===== src/rtl/rca_config_loader_pkg.sv =====
// Shared configuration for the RCA config loader: accelerator geometry,
// derived field widths and the loader FSM state encoding.
package rca_config;

  localparam int NUM_RCAS        = 4;
  localparam int NUM_READ_PORTS  = 3;
  localparam int NUM_WRITE_PORTS = 2;
  localparam int REG_ADDR_W      = 5;

  function automatic int max_int(input int a, input int b);
    return (a > b) ? a : b;
  endfunction

  localparam int RCA_ID_W   = $clog2(NUM_RCAS);
  localparam int PORT_SEL_W = max_int(1, $clog2(max_int(NUM_READ_PORTS, NUM_WRITE_PORTS)));

  typedef enum logic [2:0] {
    IDLE    = 3'd0,
    WR_SRC  = 3'd1,
    WR_DEST = 3'd2,
    SETTLE  = 3'd3,
    DONE    = 3'd4
  } loader_state_e;

endpackage


===== src/rtl/rca_config_loader_if.sv =====
// Configuration descriptor handshake between the issue logic and the loader.
interface rca_config_loader_if #(
  parameter int NUM_READ_PORTS  = rca_config::NUM_READ_PORTS,
  parameter int NUM_WRITE_PORTS = rca_config::NUM_WRITE_PORTS
);

  logic                                          cfg_valid;
  logic                                          cfg_ready;
  logic [rca_config::RCA_ID_W-1:0]               cfg_rca_id;
  logic [rca_config::REG_ADDR_W*NUM_READ_PORTS-1:0]  cfg_src_addrs;
  logic [rca_config::REG_ADDR_W*NUM_WRITE_PORTS-1:0] cfg_dest_addrs;
  logic [NUM_READ_PORTS-1:0]                     cfg_src_mask;
  logic [NUM_WRITE_PORTS-1:0]                    cfg_dest_mask;

  modport master (
    output cfg_valid,
    output cfg_rca_id,
    output cfg_src_addrs,
    output cfg_dest_addrs,
    output cfg_src_mask,
    output cfg_dest_mask,
    input  cfg_ready
  );

  modport slave (
    input  cfg_valid,
    input  cfg_rca_id,
    input  cfg_src_addrs,
    input  cfg_dest_addrs,
    input  cfg_src_mask,
    input  cfg_dest_mask,
    output cfg_ready
  );

endinterface


===== src/rtl/rca_config_loader.sv =====
// Walks an accepted descriptor through the source then destination port
// config registers of one RCA, holding that RCA busy until completion.
module rca_config_loader #(
  parameter int NUM_RCAS        = rca_config::NUM_RCAS,
  parameter int NUM_READ_PORTS  = rca_config::NUM_READ_PORTS,
  parameter int NUM_WRITE_PORTS = rca_config::NUM_WRITE_PORTS
) (
  input  logic                               clk,
  input  logic                               rst_n,
  rca_config_loader_if.slave                 cfg,
  input  logic [NUM_RCAS-1:0]                rca_inflight,
  input  logic                               flush,
  output logic                               wr_en,
  output logic [rca_config::RCA_ID_W-1:0]    rca_sel,
  output logic [rca_config::PORT_SEL_W-1:0]  w_port_sel,
  output logic                               w_src_dest_port,
  output logic [rca_config::REG_ADDR_W-1:0]  w_reg_addr,
  output logic [NUM_RCAS-1:0]                rca_busy,
  output logic                               cfg_done
);

  localparam int IDW = rca_config::RCA_ID_W;
  localparam int PSW = rca_config::PORT_SEL_W;
  localparam int AW  = rca_config::REG_ADDR_W;
  localparam logic [PSW-1:0] CNT_ONE   = PSW'(1'b1);
  localparam logic [PSW-1:0] LAST_SRC  = PSW'(NUM_READ_PORTS - 1);
  localparam logic [PSW-1:0] LAST_DEST = PSW'(NUM_WRITE_PORTS - 1);

  rca_config::loader_state_e state_r, state_s;
  logic [PSW-1:0]                  cnt_r, cnt_s;
  logic [IDW-1:0]                  id_r;
  logic [AW*NUM_READ_PORTS-1:0]    src_addrs_r;
  logic [AW*NUM_WRITE_PORTS-1:0]   dest_addrs_r;
  logic [NUM_READ_PORTS-1:0]       src_mask_r;
  logic [NUM_WRITE_PORTS-1:0]      dest_mask_r;

  logic            inflight_s;
  logic            ready_s;
  logic            accept_s;
  logic            active_s;
  logic [AW-1:0]   src_addr_s;
  logic [AW-1:0]   dest_addr_s;
  logic            src_en_s;
  logic            dest_en_s;

  // Inflight status of the RCA addressed by the offered descriptor.
  always_comb begin
    inflight_s = 1'b0;
    for (int r = 0; r < NUM_RCAS; r++) begin
      inflight_s = (cfg.cfg_rca_id == IDW'(r)) ? rca_inflight[r] : inflight_s;
    end
  end

  // Acceptance handshake.
  always_comb begin
    ready_s       = (state_r == rca_config::IDLE) && !inflight_s && !flush;
    accept_s      = cfg.cfg_valid && ready_s;
    cfg.cfg_ready = ready_s;
  end

  // Select the latched address field and enable bit of the current port.
  always_comb begin
    src_addr_s  = '0;
    src_en_s    = 1'b0;
    dest_addr_s = '0;
    dest_en_s   = 1'b0;
    for (int p = 0; p < NUM_READ_PORTS; p++) begin
      src_addr_s = (cnt_r == PSW'(p)) ? src_addrs_r[AW*p +: AW] : src_addr_s;
      src_en_s   = (cnt_r == PSW'(p)) ? src_mask_r[p] : src_en_s;
    end
    for (int p = 0; p < NUM_WRITE_PORTS; p++) begin
      dest_addr_s = (cnt_r == PSW'(p)) ? dest_addrs_r[AW*p +: AW] : dest_addr_s;
      dest_en_s   = (cnt_r == PSW'(p)) ? dest_mask_r[p] : dest_en_s;
    end
  end

  // Next-state and port counter.
  always_comb begin
    state_s = state_r;
    cnt_s   = cnt_r;
    if (flush && (state_r != rca_config::IDLE)) begin
      state_s = rca_config::IDLE;
      cnt_s   = '0;
    end else begin
      case (state_r)
        rca_config::IDLE: begin
          if (accept_s) begin
            state_s = rca_config::WR_SRC;
            cnt_s   = '0;
          end else begin
            state_s = rca_config::IDLE;
          end
        end
        rca_config::WR_SRC: begin
          if (cnt_r == LAST_SRC) begin
            state_s = rca_config::WR_DEST;
            cnt_s   = '0;
          end else begin
            cnt_s = cnt_r + CNT_ONE;
          end
        end
        rca_config::WR_DEST: begin
          if (cnt_r == LAST_DEST) begin
            state_s = rca_config::SETTLE;
            cnt_s   = '0;
          end else begin
            cnt_s = cnt_r + CNT_ONE;
          end
        end
        rca_config::SETTLE: state_s = rca_config::DONE;
        rca_config::DONE:   state_s = rca_config::IDLE;
        default: begin
          state_s = rca_config::IDLE;
          cnt_s   = '0;
        end
      endcase
    end
  end

  // State and port counter registers.
  always_ff @(posedge clk or negedge rst_n) begin
    if (!rst_n) begin
      state_r <= rca_config::IDLE;
      cnt_r   <= '0;
    end else begin
      state_r <= state_s;
      cnt_r   <= cnt_s;
    end
  end

  // Descriptor capture on accept; held for the whole sequence.
  always_ff @(posedge clk or negedge rst_n) begin
    if (!rst_n) begin
      id_r         <= '0;
      src_addrs_r  <= '0;
      dest_addrs_r <= '0;
      src_mask_r   <= '0;
      dest_mask_r  <= '0;
    end else if (accept_s) begin
      id_r         <= cfg.cfg_rca_id;
      src_addrs_r  <= cfg.cfg_src_addrs;
      dest_addrs_r <= cfg.cfg_dest_addrs;
      src_mask_r   <= cfg.cfg_src_mask;
      dest_mask_r  <= cfg.cfg_dest_mask;
    end
  end

  // Config-register write interface decoded from the current state.
  // A flush suppresses both the write strobe and the completion pulse.
  always_comb begin
    active_s        = (state_r != rca_config::IDLE);
    wr_en           = 1'b0;
    rca_sel         = '0;
    w_port_sel      = '0;
    w_src_dest_port = 1'b0;
    w_reg_addr      = '0;
    cfg_done        = 1'b0;
    rca_busy        = '0;
    if (active_s) begin
      rca_sel = id_r;
    end else begin
      rca_sel = '0;
    end
    for (int r = 0; r < NUM_RCAS; r++) begin
      rca_busy[r] = active_s && (id_r == IDW'(r));
    end
    case (state_r)
      rca_config::WR_SRC: begin
        wr_en           = src_en_s && !flush;
        w_port_sel      = cnt_r;
        w_src_dest_port = 1'b0;
        w_reg_addr      = src_addr_s;
      end
      rca_config::WR_DEST: begin
        wr_en           = dest_en_s && !flush;
        w_port_sel      = cnt_r;
        w_src_dest_port = 1'b1;
        w_reg_addr      = dest_addr_s;
      end
      rca_config::DONE: cfg_done = !flush;
      default: wr_en = 1'b0;
    endcase
  end

endmodule


===== src/flat_wrapper.sv =====
// flat-port wrapper written by rule: the top's interface ports become plain ports
module rca_config_loader_flat 
#(
  parameter int NUM_RCAS        = rca_config::NUM_RCAS,
  parameter int NUM_READ_PORTS  = rca_config::NUM_READ_PORTS,
  parameter int NUM_WRITE_PORTS = rca_config::NUM_WRITE_PORTS
)
  (clk, rst_n, rca_inflight, flush, wr_en, rca_sel, w_port_sel, w_src_dest_port, w_reg_addr, rca_busy, cfg_done, cfg_cfg_valid, cfg_cfg_rca_id, cfg_cfg_src_addrs, cfg_cfg_dest_addrs, cfg_cfg_src_mask, cfg_cfg_dest_mask, cfg_cfg_ready);
  rca_config_loader_if #(.NUM_READ_PORTS(NUM_READ_PORTS), .NUM_WRITE_PORTS(NUM_WRITE_PORTS)) cfg_i ();
  input  logic clk;
  input  logic rst_n;
  input  logic [NUM_RCAS-1:0] rca_inflight;
  input  logic flush;
  output logic wr_en;
  output logic [rca_config::RCA_ID_W-1:0] rca_sel;
  output logic [rca_config::PORT_SEL_W-1:0] w_port_sel;
  output logic w_src_dest_port;
  output logic [rca_config::REG_ADDR_W-1:0] w_reg_addr;
  output logic [NUM_RCAS-1:0] rca_busy;
  output logic cfg_done;
  input wire logic [$bits(cfg_i.cfg_valid)-1:0] cfg_cfg_valid;
  input wire logic [$bits(cfg_i.cfg_rca_id)-1:0] cfg_cfg_rca_id;
  input wire logic [$bits(cfg_i.cfg_src_addrs)-1:0] cfg_cfg_src_addrs;
  input wire logic [$bits(cfg_i.cfg_dest_addrs)-1:0] cfg_cfg_dest_addrs;
  input wire logic [$bits(cfg_i.cfg_src_mask)-1:0] cfg_cfg_src_mask;
  input wire logic [$bits(cfg_i.cfg_dest_mask)-1:0] cfg_cfg_dest_mask;
  output wire logic [$bits(cfg_i.cfg_ready)-1:0] cfg_cfg_ready;
  assign cfg_i.cfg_valid = cfg_cfg_valid;
  assign cfg_i.cfg_rca_id = cfg_cfg_rca_id;
  assign cfg_i.cfg_src_addrs = cfg_cfg_src_addrs;
  assign cfg_i.cfg_dest_addrs = cfg_cfg_dest_addrs;
  assign cfg_i.cfg_src_mask = cfg_cfg_src_mask;
  assign cfg_i.cfg_dest_mask = cfg_cfg_dest_mask;
  assign cfg_cfg_ready = cfg_i.cfg_ready;
  rca_config_loader #(.NUM_RCAS(NUM_RCAS), .NUM_READ_PORTS(NUM_READ_PORTS), .NUM_WRITE_PORTS(NUM_WRITE_PORTS)) u_core (.clk(clk), .rst_n(rst_n), .cfg(cfg_i), .rca_inflight(rca_inflight), .flush(flush), .wr_en(wr_en), .rca_sel(rca_sel), .w_port_sel(w_port_sel), .w_src_dest_port(w_src_dest_port), .w_reg_addr(w_reg_addr), .rca_busy(rca_busy), .cfg_done(cfg_done));
endmodule

===== config.mk =====
export PLATFORM = sky130hd
export DESIGN_NAME = rca_config_loader_flat
export DESIGN_NICKNAME = d
export VERILOG_FILES = /design/src/rtl/rca_config_loader_pkg.sv /design/src/rtl/rca_config_loader_if.sv /design/src/rtl/rca_config_loader.sv /design/src/flat_wrapper.sv
export SDC_FILE = /design/constraint.sdc
export NUM_CORES = 1
export LEC_CHECK = 0
export BUFFER_PORTS_ARGS = -buffer_cell sky130_fd_sc_hd__buf_4
export CELL_PAD_IN_SITES_DETAIL_PLACEMENT = 0
export CELL_PAD_IN_SITES_GLOBAL_PLACEMENT = 1
export CORE_UTILIZATION = 37
export DETAILED_ROUTE_END_ITERATION = 16
export MAX_ROUTING_LAYER = met4
export PLACE_DENSITY = 0.85
export SYNTH_ARGS = -nofsm -noshare
export SYNTH_HDL_FRONTEND = slang
export SYNTH_SLANG_ARGS = --single-unit

===== constraint.sdc =====
create_clock -name clk -period 1.5 [get_ports clk]
set_input_delay 0.3 -clock clk [delete_from_list [all_inputs] [get_ports clk]]
set_output_delay 0.3 -clock clk [all_outputs]
set_load 0.005 [all_outputs]

# Word-level counts from Yosys, hierarchy flattened
# Index checks and enable logic that the tools add are counted.
# Widths: inputs -> output; s select.
totals:
  out_inout_bits: 17
  word_cells: 75
  ff_bits: 37
op_classes:
  muxes: 30
  n_reduce_logical: 21
  addsub: 1
  n_eq_ne: 16
ops:
  columns: ["cell", "n"]
  rows:
  - ["$mux 5", 5]
  - ["$mux 1", 12]
  - ["$mux 2", 6]
  - ["$pmux 3 s4", 1]
  - ["$eq 2x2->1 const B", 5]
  - ["$logic_and 1x1->1", 10]
  - ["$pmux 5 s2", 1]
  - ["$mux 3", 3]
  - ["$pmux 2 s4", 1]
  - ["$eq 2x1->1 const B", 3]
  - ["$eq 3x2->1 const B", 2]
  - ["$logic_not 2->1", 3]
  - ["$ne 3x1->1 const B", 2]
  - ["$reduce_and 2->1", 2]
  - ["$reduce_or 2->1", 2]
  - ["$eq 3x1->1 const B", 1]
  - ["$eq 3x3->1 const B", 1]
  - ["$logic_not 3->1", 1]
  - ["$ne 3x2->1 const B", 1]
  - ["$reduce_bool 3->1", 1]
  - ["$add 2x1->2 const B", 1]
  - ["$logic_not 1->1", 2]
  - ["$ne 2x1->1 const B", 1]
  - ["$pmux 1 s2", 1]

# Longest topological paths before layout
# Gate-level depths: netlist of the first run.
logic_depth:
  ltp_word: 12
  ltp_mapped: 7

# Least setup slack after synthesis of the first run
# No wires, ideal clock.
synth_path:
  path_kind: "register to output"
  startpoint: "reg u_core.state_r[2]"
  endpoint: "out wr_en"
  path_slack_ns: -0.190
  arrival_time_ns: 1.390
  stages_incl_launch_ff: 6
  required_ns: 1.200
  path_cell_list: "dfrtp_1 buf_2 nor3b_1 nand2b_1 a2bb2oi_1 nor2_1"
synth_between:
  elab_chain_cells: 2
synth_rtl:
  columns: ["item", "line", "source"]
  rows:
  - ["from (decl)", "rca_config_loader.sv:29", "rca_config::loader_state_e state_r, state_s;"]
  - ["from (signal assigned)", "rca_config_loader.sv:123", "state_r <= rca_config::IDLE;"]
  - ["from (signal assigned)", "rca_config_loader.sv:126", "state_r <= state_s;"]
  - ["$eq 3x2->1 / $eq 3x1->1 (equally long branches)", "rca_config_loader.sv:167", "case (state_r)"]
  - ["$pmux 1 s2 (*)", "rca_config_loader.sv:167", null]
  - ["to (decl)", "flat_wrapper.sv:14", "output logic wr_en;"]
# Every way passes the cells marked *; elsewhere a longest branch is shown, timed or not.

# Final worst setup path of the first run
layout_path:
  startpoint: "reg u_core.cnt_r[1]"
  endpoint: "out w_reg_addr[2] in the netlist's numbering"
layout_between:
  elab_chain_cells: 5
layout_rtl:
  columns: ["item", "line", "source"]
  rows:
  - ["from (decl)", "rca_config_loader.sv:30", "logic [PSW-1:0] cnt_r, cnt_s;"]
  - ["from (signal assigned)", "rca_config_loader.sv:127", "cnt_r <= cnt_s;"]
  - ["$logic_not 2->1", "rca_config_loader.sv:68, rca_config_loader.sv:72", null]
  - ["$mux 5 (3 in a row)", "rca_config_loader.sv:68", "src_addr_s = (cnt_r == PSW'(p)) ? src_addrs_r[AW*p +: AW] : src_addr_s;"]
  - ["$pmux 5 s2 (*)", "rca_config_loader.sv:167", null]
  - ["to (decl)", "flat_wrapper.sv:18", "output logic [rca_config::REG_ADDR_W-1:0] w_reg_addr;"]
# Marked as above.

==> results summary, run 1 <==
The run finished, with violations left. The checks that failed: negative setup slack. The wire length of the first global-routing pass is ~7.6 mm.

sky130_fd_sc_hd__dfrtp_1 takes more of the synthesized area than any other cell. The clock tree buffer depth is 2. The worst vdd rail ir drop is 0.6180 mV. The number of buffers inserted during clock tree synthesis came out at 5. The number of antenna violations at the first check in global routing was 0. Of the total power, registers draw around 41%. The total overflow left after global routing is 0. Timing would allow up to between 0.5 and 0.6 GHz. The number of nets produced by synthesis came out at a little over 200.

The share of total power in the clock network came out at about 18%. Compared with the post-synthesis result, the final layout area differs by 45.71%. The mean area per synthesized cell is between 10 and 15 um2. The number of antenna diodes in the final layout is 0. The remaining antenna violation count after routing came out at 0. The register bit total from synthesis came out at 37. The root buffer cell chosen for the clock tree is sky130_fd_sc_hd__clkbuf_8.

The number of pins with negative max-slew slack in the final report is 0. The synthesized design contains 0 enable-type register cells. In this run the worst path has a maximum fanout of 6.

Across the routed clock network, the largest skew measured is 0.004674 ns. The power per cell area came out at approximately 1300 mW/mm2. The unique cell type count in the Yosys netlist is 38. The clock transition at the registers of the reported paths is 0.07 ns. The arrival time at the worst endpoint came out at between 1.5 and 2 ns. Setup repair after global routing could not meet its margin everywhere.

The H-tree depth is 2. The static leakage is between 1 and 1.5 nW. The share of the clock period used by the worst path after layout is 124.7%. The routability congestion estimate is between 0.8 and 0.9. The worst hold slack is 0.2361 ns. Summing over every cut layer, the via total after detailed routing is about 1600.

The number of top-level design ports is between 50 and 60. The fraction of layout instances using a drive strength above 1 came out at 61.45%. The clock sink total came out at 37. The design draws between 3 and 4 mW.

The number of warnings issued by yosys came out at 0. The horizontal extent of the die came out at approximately 77 um. Combinational logic burns around two fifths of the power. The switching portion of total power came out at between 30% and 40%. The internal power of the cells totals approximately 2.6 mW.

Traced cell by cell, the critical path runs through buf_6 -> mux2i_2 -> nor2_1 -> a21oi_2 -> o22ai_1 -> buf_4. In the routed design, unresolved DRC markers number 0. Sorting the synthesized cells by area gives the leading types as sky130_fd_sc_hd__dfrtp_1, sky130_fd_sc_hd__mux2_4, sky130_fd_sc_hd__mux2i_1, sky130_fd_sc_hd__nor2_1, sky130_fd_sc_hd__buf_12.

The number of buffers added on ports is between 50 and 60. The floorplan row count is 26. The worst setup path is captured at an output port. The critical path is of the reg2out type.

The worst slew margin relative to its limit is 68.53%. In this run, the number of DRC markers left after iteration 0 of detailed routing was between 50 and 60. Global routing consumed, over all layers together, roughly 17% of the routing resources. The synthesized netlist occupies a cell area of 0.002056 mm2. The worst setup path is launched from a flip-flop. The via count of the first global-routing pass came out at 1587. The time the worst path needs with I/O delays and setup came out at ~1.9 ns.

After synthesis, the largest area contributor takes up 45.04% of total cell area. For the worst-skew pair, the clock arrives at the later sink with an insertion delay of 0.29 ns. The number of iterations in the first detailed-routing pass is 4. The number of cells produced by synthesis came out at roughly 160. The initial core utilization came out at 39.25%. In the synthesized netlist the async set-or-reset flop fraction comes to 100.0%.

The largest stage delay on the critical path came out at ~0.46 ns. Among all flip-flop cells after synthesis, the most frequent one is sky130_fd_sc_hd__dfrtp_1. The number of hold violations in the final report is 0. The net switching power figure came out at ~1.1 mW.

The data required time of the critical path came out at roughly 1.2 ns. Setup slack on the critical path of the routed design comes to -0.3708 ns. The maximum number of pins on one net before global-route repair came out at 38.

On the critical path, the stage with the largest delay is an instance of sky130_fd_sc_hd__dfrtp_2. Sequential elements use a little under half of the synthesized area. TritonCTS built the clock tree. The die is about 77 um tall. The tool flagged a number of max-cap violations equal to 0. The wire length per cell after detailed routing came out at about 14 um. The net total in the final layout came out at ~290. The ratio of routed vias to standard cells came out at 4.859. The transition time of the tightest slew-check pin is around 0.47 ns.

The overall die area came out at 0.005858 mm2. The detailed placer's ending HPWL is around 3.2 mm. In this run the standard cell core region covers 0.005238 mm2. The final-report setup violation count came out at 49. The post-detailed-routing wire length came out at between 4 and 5 mm. In this run the worst hold path is classified as in2reg.
==> stage by stage <==
stage	setup TNS, ns	instances	setup WS, ns	utilization (%)	instance area (um2)
global route	-10.24	319	-0.4415	57.19	2995
finish	-7.935	319	-0.3708	57.19	2995
global placement	-3.690	301	-0.1334	51.27	2685
CTS	-8.132	318	-0.3403	55.97	2932
detailed placement	-4.617	301	-0.1464	51.27	2685
floorplan	0	162	0.0001238	-	2085
==> cells by family (layout without fill, tap and decap cells) <==
family / after synthesis / in the layout / synth area share (%)
AO/OA/AOI/OAI: 21 / 21 / 7.061
buffers and inverters: 13 / 100 / 5.477
flip-flops: 37 / 37 / 45.04
multiplexers: 46 / 46 / 29.64
AND/OR/NAND/NOR: 45 / 45 / 12.78
==> per-layer routing <==
layer / share of wire, % / wire (um) / global-route usage, % / up-vias
met5: 0 / 0 / - / -
met1: 46 / 2115 / 21.01 / 753
met3: 3.4 / 158 / 3.713 / 6
met4: 1.3 / 61 / 5.192 / 0
li1: - / - / - / 755
met2: 49 / 2253 / 28.29 / 36
==> power by group through the flow <==
stage	clock network, mW	registers (mW)	logic, mW
2_1_floorplan	0	1.46	0.970
6_report	0.677	1.54	1.54
4_1_cts	0.699	1.53	1.50
5_1_grt	0.758	1.59	1.67
3_3_place_gp	0	1.53	1.36
3_5_place_dp	0	1.54	1.38
==> synth_stat cells (2+ instances only) <==
library cell / instances
sky130_fd_sc_hd__nand2b_1: 5
sky130_fd_sc_hd__mux2i_1: 14
sky130_fd_sc_hd__nor2b_1: 6
sky130_fd_sc_hd__a21oi_1: 5
sky130_fd_sc_hd__buf_6: 2
sky130_fd_sc_hd__nand2_1: 4
sky130_fd_sc_hd__nor3b_1: 2
sky130_fd_sc_hd__a32oi_1: 2
sky130_fd_sc_hd__nor2_1: 12
sky130_fd_sc_hd__or3_1: 3
sky130_fd_sc_hd__buf_12: 2
sky130_fd_sc_hd__buf_2: 3
sky130_fd_sc_hd__o22ai_1: 5
sky130_fd_sc_hd__dfrtp_1: 37
sky130_fd_sc_hd__clkbuf_1: 2
sky130_fd_sc_hd__mux2_2: 3
sky130_fd_sc_hd__mux2_4: 29
sky130_fd_sc_hd__nor3_1: 2
sky130_fd_sc_hd__nand3_1: 4
sky130_fd_sc_hd__and2_1: 2
==> final timing paths <==
check	depth (start not counted)	endpoint	slack, ns	from
max	6	w_reg_addr[2]	-0.37	u_core.cnt_r[1]$_DFFE_PN0P_
min	2	u_core.src_addrs_r[11]$_DFFE_PN0P_	0.24	cfg_cfg_src_addrs[11]
max reg2reg	6	u_core.src_addrs_r[14]$_DFFE_PN0P_	-0.14	u_core.state_r[1]$_DFFE_PN0P_
min reg2reg	1	u_core.dest_addrs_r[3]$_DFFE_PN0P_	0.51	u_core.dest_addrs_r[3]$_DFFE_PN0P_
max in group asynchronous	2	u_core.state_r[1]$_DFFE_PN0P_	0.63	rst_n
min in group asynchronous	2	u_core.dest_mask_r[0]$_DFFE_PN0P_	0.52	rst_n
==> cell usage in the layout, fill, tap and decap left out, types with 3 or more instances in the layout <==
cell,count
sky130_fd_sc_hd__a21oi_1,4
sky130_fd_sc_hd__buf_4,72
sky130_fd_sc_hd__buf_6,15
sky130_fd_sc_hd__clkbuf_8,5
sky130_fd_sc_hd__dfrtp_1,34
sky130_fd_sc_hd__dfrtp_2,3
sky130_fd_sc_hd__mux2_2,3
sky130_fd_sc_hd__mux2_4,29
sky130_fd_sc_hd__mux2i_1,12
sky130_fd_sc_hd__nand2_1,3
sky130_fd_sc_hd__nand2b_1,4
sky130_fd_sc_hd__nand3_1,4
sky130_fd_sc_hd__nor2_1,11
sky130_fd_sc_hd__nor2b_1,3
sky130_fd_sc_hd__o22ai_1,5
==> critical path: cells and delay by family (launching register included) <==
| kind | cells | cell delay [ns] |
|---|---|---|
| DFF | 1 | 0.46 |
| muxes | 1 | 0.14 |
| AOI/OAI and AO/OA | 2 | 0.25 |
| buffers and inverters | 2 | 0.30 |
| and+or+nand+nor | 1 | 0.12 |
==> state kept, by name, indices dropped and copies added (netlist names) <==
signal	count
u_core.id_r	2
u_core.cnt_r	2
u_core.src_mask_r	3
u_core.src_addrs_r	15
u_core.state_r	3
u_core.dest_addrs_r	10
u_core.dest_mask_r	2
==> layout make-up <==
cell class | count | area [um2]
clock buffer | 5 | 68.82
clock inverter | 3 | 17.52
fill | 468 | 2242
inverter | 1 | 3.754
multi-input combinational | 112 | 1101
sequential | 37 | 929.6
tap | 70 | 87.58
timing repair buffer | 91 | 787.0
==> timing repair <==
action	4_1_cts	5_1_grt
resized for setup	21	14
cloned	1	0
hold endpoints to repair	37	0
hold buffers	1	0
buffers inserted	7	1
pin swaps	6	5
setup endpoints to repair	46	51
No activity file was read; power rests on OpenSTA's default activity.
==> inputs of run 2 (changes only) <==
GPL_TIMING_DRIVEN = 0   (was default)
==> run 2 against run 1 <==
The run still ends with negative setup slack left; total power increased by 11%; maximum frequency down 1.7%; critical path depth decreased by 1; design area up 13%; sequential cell count did not move; routed wire length increased by 28%; worst hold slack got worse by 0.0030 ns; clock skew fell by 0.00071 ns; clock-buffer cell count grew 2; die area unchanged; worst setup slack got worse by 0.033 ns; sequential share of layout area fell by 3.5 points; largest power group is now combinational cells; highest routed layer unchanged.
==> results summary, run 2 (same netlist as run 1, synthesis figures left out) <==
The flow ran to the end, but the final reports show violations. The final reports fail on negative setup slack. The number of max-cap violations came out at 0. The remaining antenna violation count after routing came out at 0. The top cell family by delay on the critical path is simple AND/OR/NAND/NOR gates. The worst slew margin relative to its limit came out at 67.96%. The register with the most flip-flops is u_core.src_addrs_r. The initial core utilization is 39.25%. The clock tree buffer depth came out at 2. The final-report setup violation count is 52. The clock tree root driver cell is sky130_fd_sc_hd__clkbuf_8. The total power came out at 4.165 mW. Setup repair after global routing could not meet its margin everywhere.

Counting I/O delays and the setup requirement, the final critical path takes around 1.9 ns. The number of hold violations in the final report is 0. The wire length of the first global-routing pass came out at 9.080 mm. The setup slack at placement came out at -0.3851 ns.

STA classifies the critical path endpoint as an output port. The fraction of layout instances using a drive strength above 1 is 69.52%. The number of top-level design ports came out at between 50 and 60. The total grt overflow is 0. The routability congestion estimate is about 0.84.

IR analysis of the VDD net gives a maximum drop of between 0.7 and 0.8 mV. The wire length per cell after detailed routing came out at 17.31 um. The worst hold slack came out at approximately 0.23 ns. The number of pins with negative max-slew slack in the final report was 0. The utilization after layout came out at 64.43%.

The number of iterations in the first detailed-routing pass came out at 4. Leaving out fill and tap cells, the most frequent cell in the layout is sky130_fd_sc_hd__buf_4. In this run the tool buffered the top-level ports with 56 buffer cells.

CTS built an H-tree with a depth of 2. The worst setup path is launched from a flip-flop. The overall die height came out at ~77 um. Leaving out fill and tap cells, the most frequent cells in the layout are sky130_fd_sc_hd__buf_4, sky130_fd_sc_hd__dfrtp_1, sky130_fd_sc_hd__mux2_4, sky130_fd_sc_hd__buf_6, sky130_fd_sc_hd__mux2i_1. The number of flip-flops under the largest register name is 15. The clock sink total is 37. The critical path goes through buf_8 -> or3_4 -> and2_4 -> nor2b_4 -> buf_6. Along the worst path, the maximum fanout reaches 5. In this run the worst hold path is classified as in2reg. In this run the core area contains 26 standard-cell rows. The power per cell area came out at 1234 mW/mm2. The layout overhead on the synthesized area is 64.15%. The overall die area is a little under 0.006 mm2. The number of antenna violations at the first check in global routing is 0. The critical hold path startpoint is cfg_cfg_dest_addrs[2]. For the worst-skew pair, the clock arrives at the later sink with an insertion delay of 0.29 ns.

Tracing the worst setup path back leads to its startpoint at u_core.state_r[1]$_DFFE_PN0P_. The largest registers in the layout are u_core.src_addrs_r (15), u_core.dest_addrs_r (10). The post-route setup TNS is -16.36 ns.

For this block, the via count after detailed routing is ~1700. For this run, the total global-route usage over all layers was measured as approximately a fifth. The arrival time at the worst endpoint is roughly 1.6 ns. The detailed router finished its first iteration with 98 violations. The startpoint identified for the worst register-to-register timing path is u_core.state_r[0]$_DFFE_PN0P_.

STA puts the critical path data required time at 1.20 ns. The number of buffers inserted during clock tree synthesis is 5. After detailed routing, the number of remaining DRC violations is 0. The horizontal extent of the die came out at approximately 77 um. The share of the clock period used by the worst path after layout came out at 126.9%.

The transition time of the tightest slew-check pin is 0.4806 ns. Detailed placement finished with a half-perimeter wire length of about 3.2 mm. The ratio of routed vias to standard cells came out at 5.086.

The largest clock skew in the final design is roughly 0.0040 ns. Entering global routing, the biggest net connects 38 pins. The minimum setup slack in the final design came out at -0.4033 ns. The net total in the final layout came out at about 300. The via count of the first global-routing pass is about 1800. TritonCTS built the clock tree. The upper clock frequency limit came out at roughly 0.53 GHz. The number of inserted diodes came out at 0.

The largest stage delay on the critical path came out at between 0.4 and 0.5 ns. The slowest library cell on the worst path is sky130_fd_sc_hd__or3_4. The floorplan step defined a core boundary enclosing 0.005238 mm2. The analysis attributes to cell leakage a power of 1.623 nW. The critical path buffer and inverter count came out at 2. The start-to-end type of the worst setup path is reg2out. The number of filler cells placed in the layout is 376. The post-detailed-routing wire length is around 5.9 mm. The clock transition at the registers of the reported paths is ~0.080 ns.
[run 2: timing repair]
action                     CTS  global route
buffers inserted            38            10
setup endpoints to repair   47            52
resized for setup           55            26
gates cloned                 4             0
hold buffers                 1             0
hold endpoints to repair    37             0
pin swaps                   13            10
[run 2: cell type report]
cell class / instances / area [um2] / share of cell area (%)
Tap cell: 70 / 87.58 / 2.595
Inverter: 1 / 3.754 / 0.1112
Multi-Input combinational cell: 113 / 1227 / 36.37
Buffer: 9 / 130.1 / 3.856
Sequential cell: 37 / 929.6 / 27.55
Timing Repair Buffer: 101 / 912.1 / 27.03
Clock inverter: 1 / 7.507 / 0.2225
Clock buffer: 7 / 76.32 / 2.262
[run 2: worst paths after layout]
check / depth (start not counted) / endpoint / slack (ns)
min in group asynchronous: 2 / u_core.dest_mask_r[1]$_DFFE_PN0P_ / 0.51
min reg2reg: 1 / u_core.dest_mask_r[0]$_DFFE_PN0P_ / 0.51
min: 2 / u_core.dest_addrs_r[2]$_DFFE_PN0P_ / 0.23
max: 5 / rca_busy[1] / -0.40
max in group asynchronous: 2 / u_core.cnt_r[0]$_DFFE_PN0P_ / 0.63
max reg2reg: 8 / u_core.src_addrs_r[9]$_DFFE_PN0P_ / -0.37
[run 2: through the flow]
step           cells  instance area, um2
2_1_floorplan    162                2085
3_3_place_gp     288                2592
3_5_place_dp     288                2592
4_1_cts          332                3236
5_1_grt          339                3374
6_report         339                3374
[run 2: report_power, final]
part           switching, mW  internal (mW)
clock                  0.362          0.329
combinational          0.757           1.15
sequential             0.252           1.31
total                   1.37           2.79
[run 2: routing by layer]
layer  part of all wire (%)  track usage [%]  up-vias
met4                    3.0            9.038        0
met3                    4.9            4.910       17
met2                     50            33.78       66
li1                       -                -      791
met5                      0                -        -
met1                     42            24.30      850
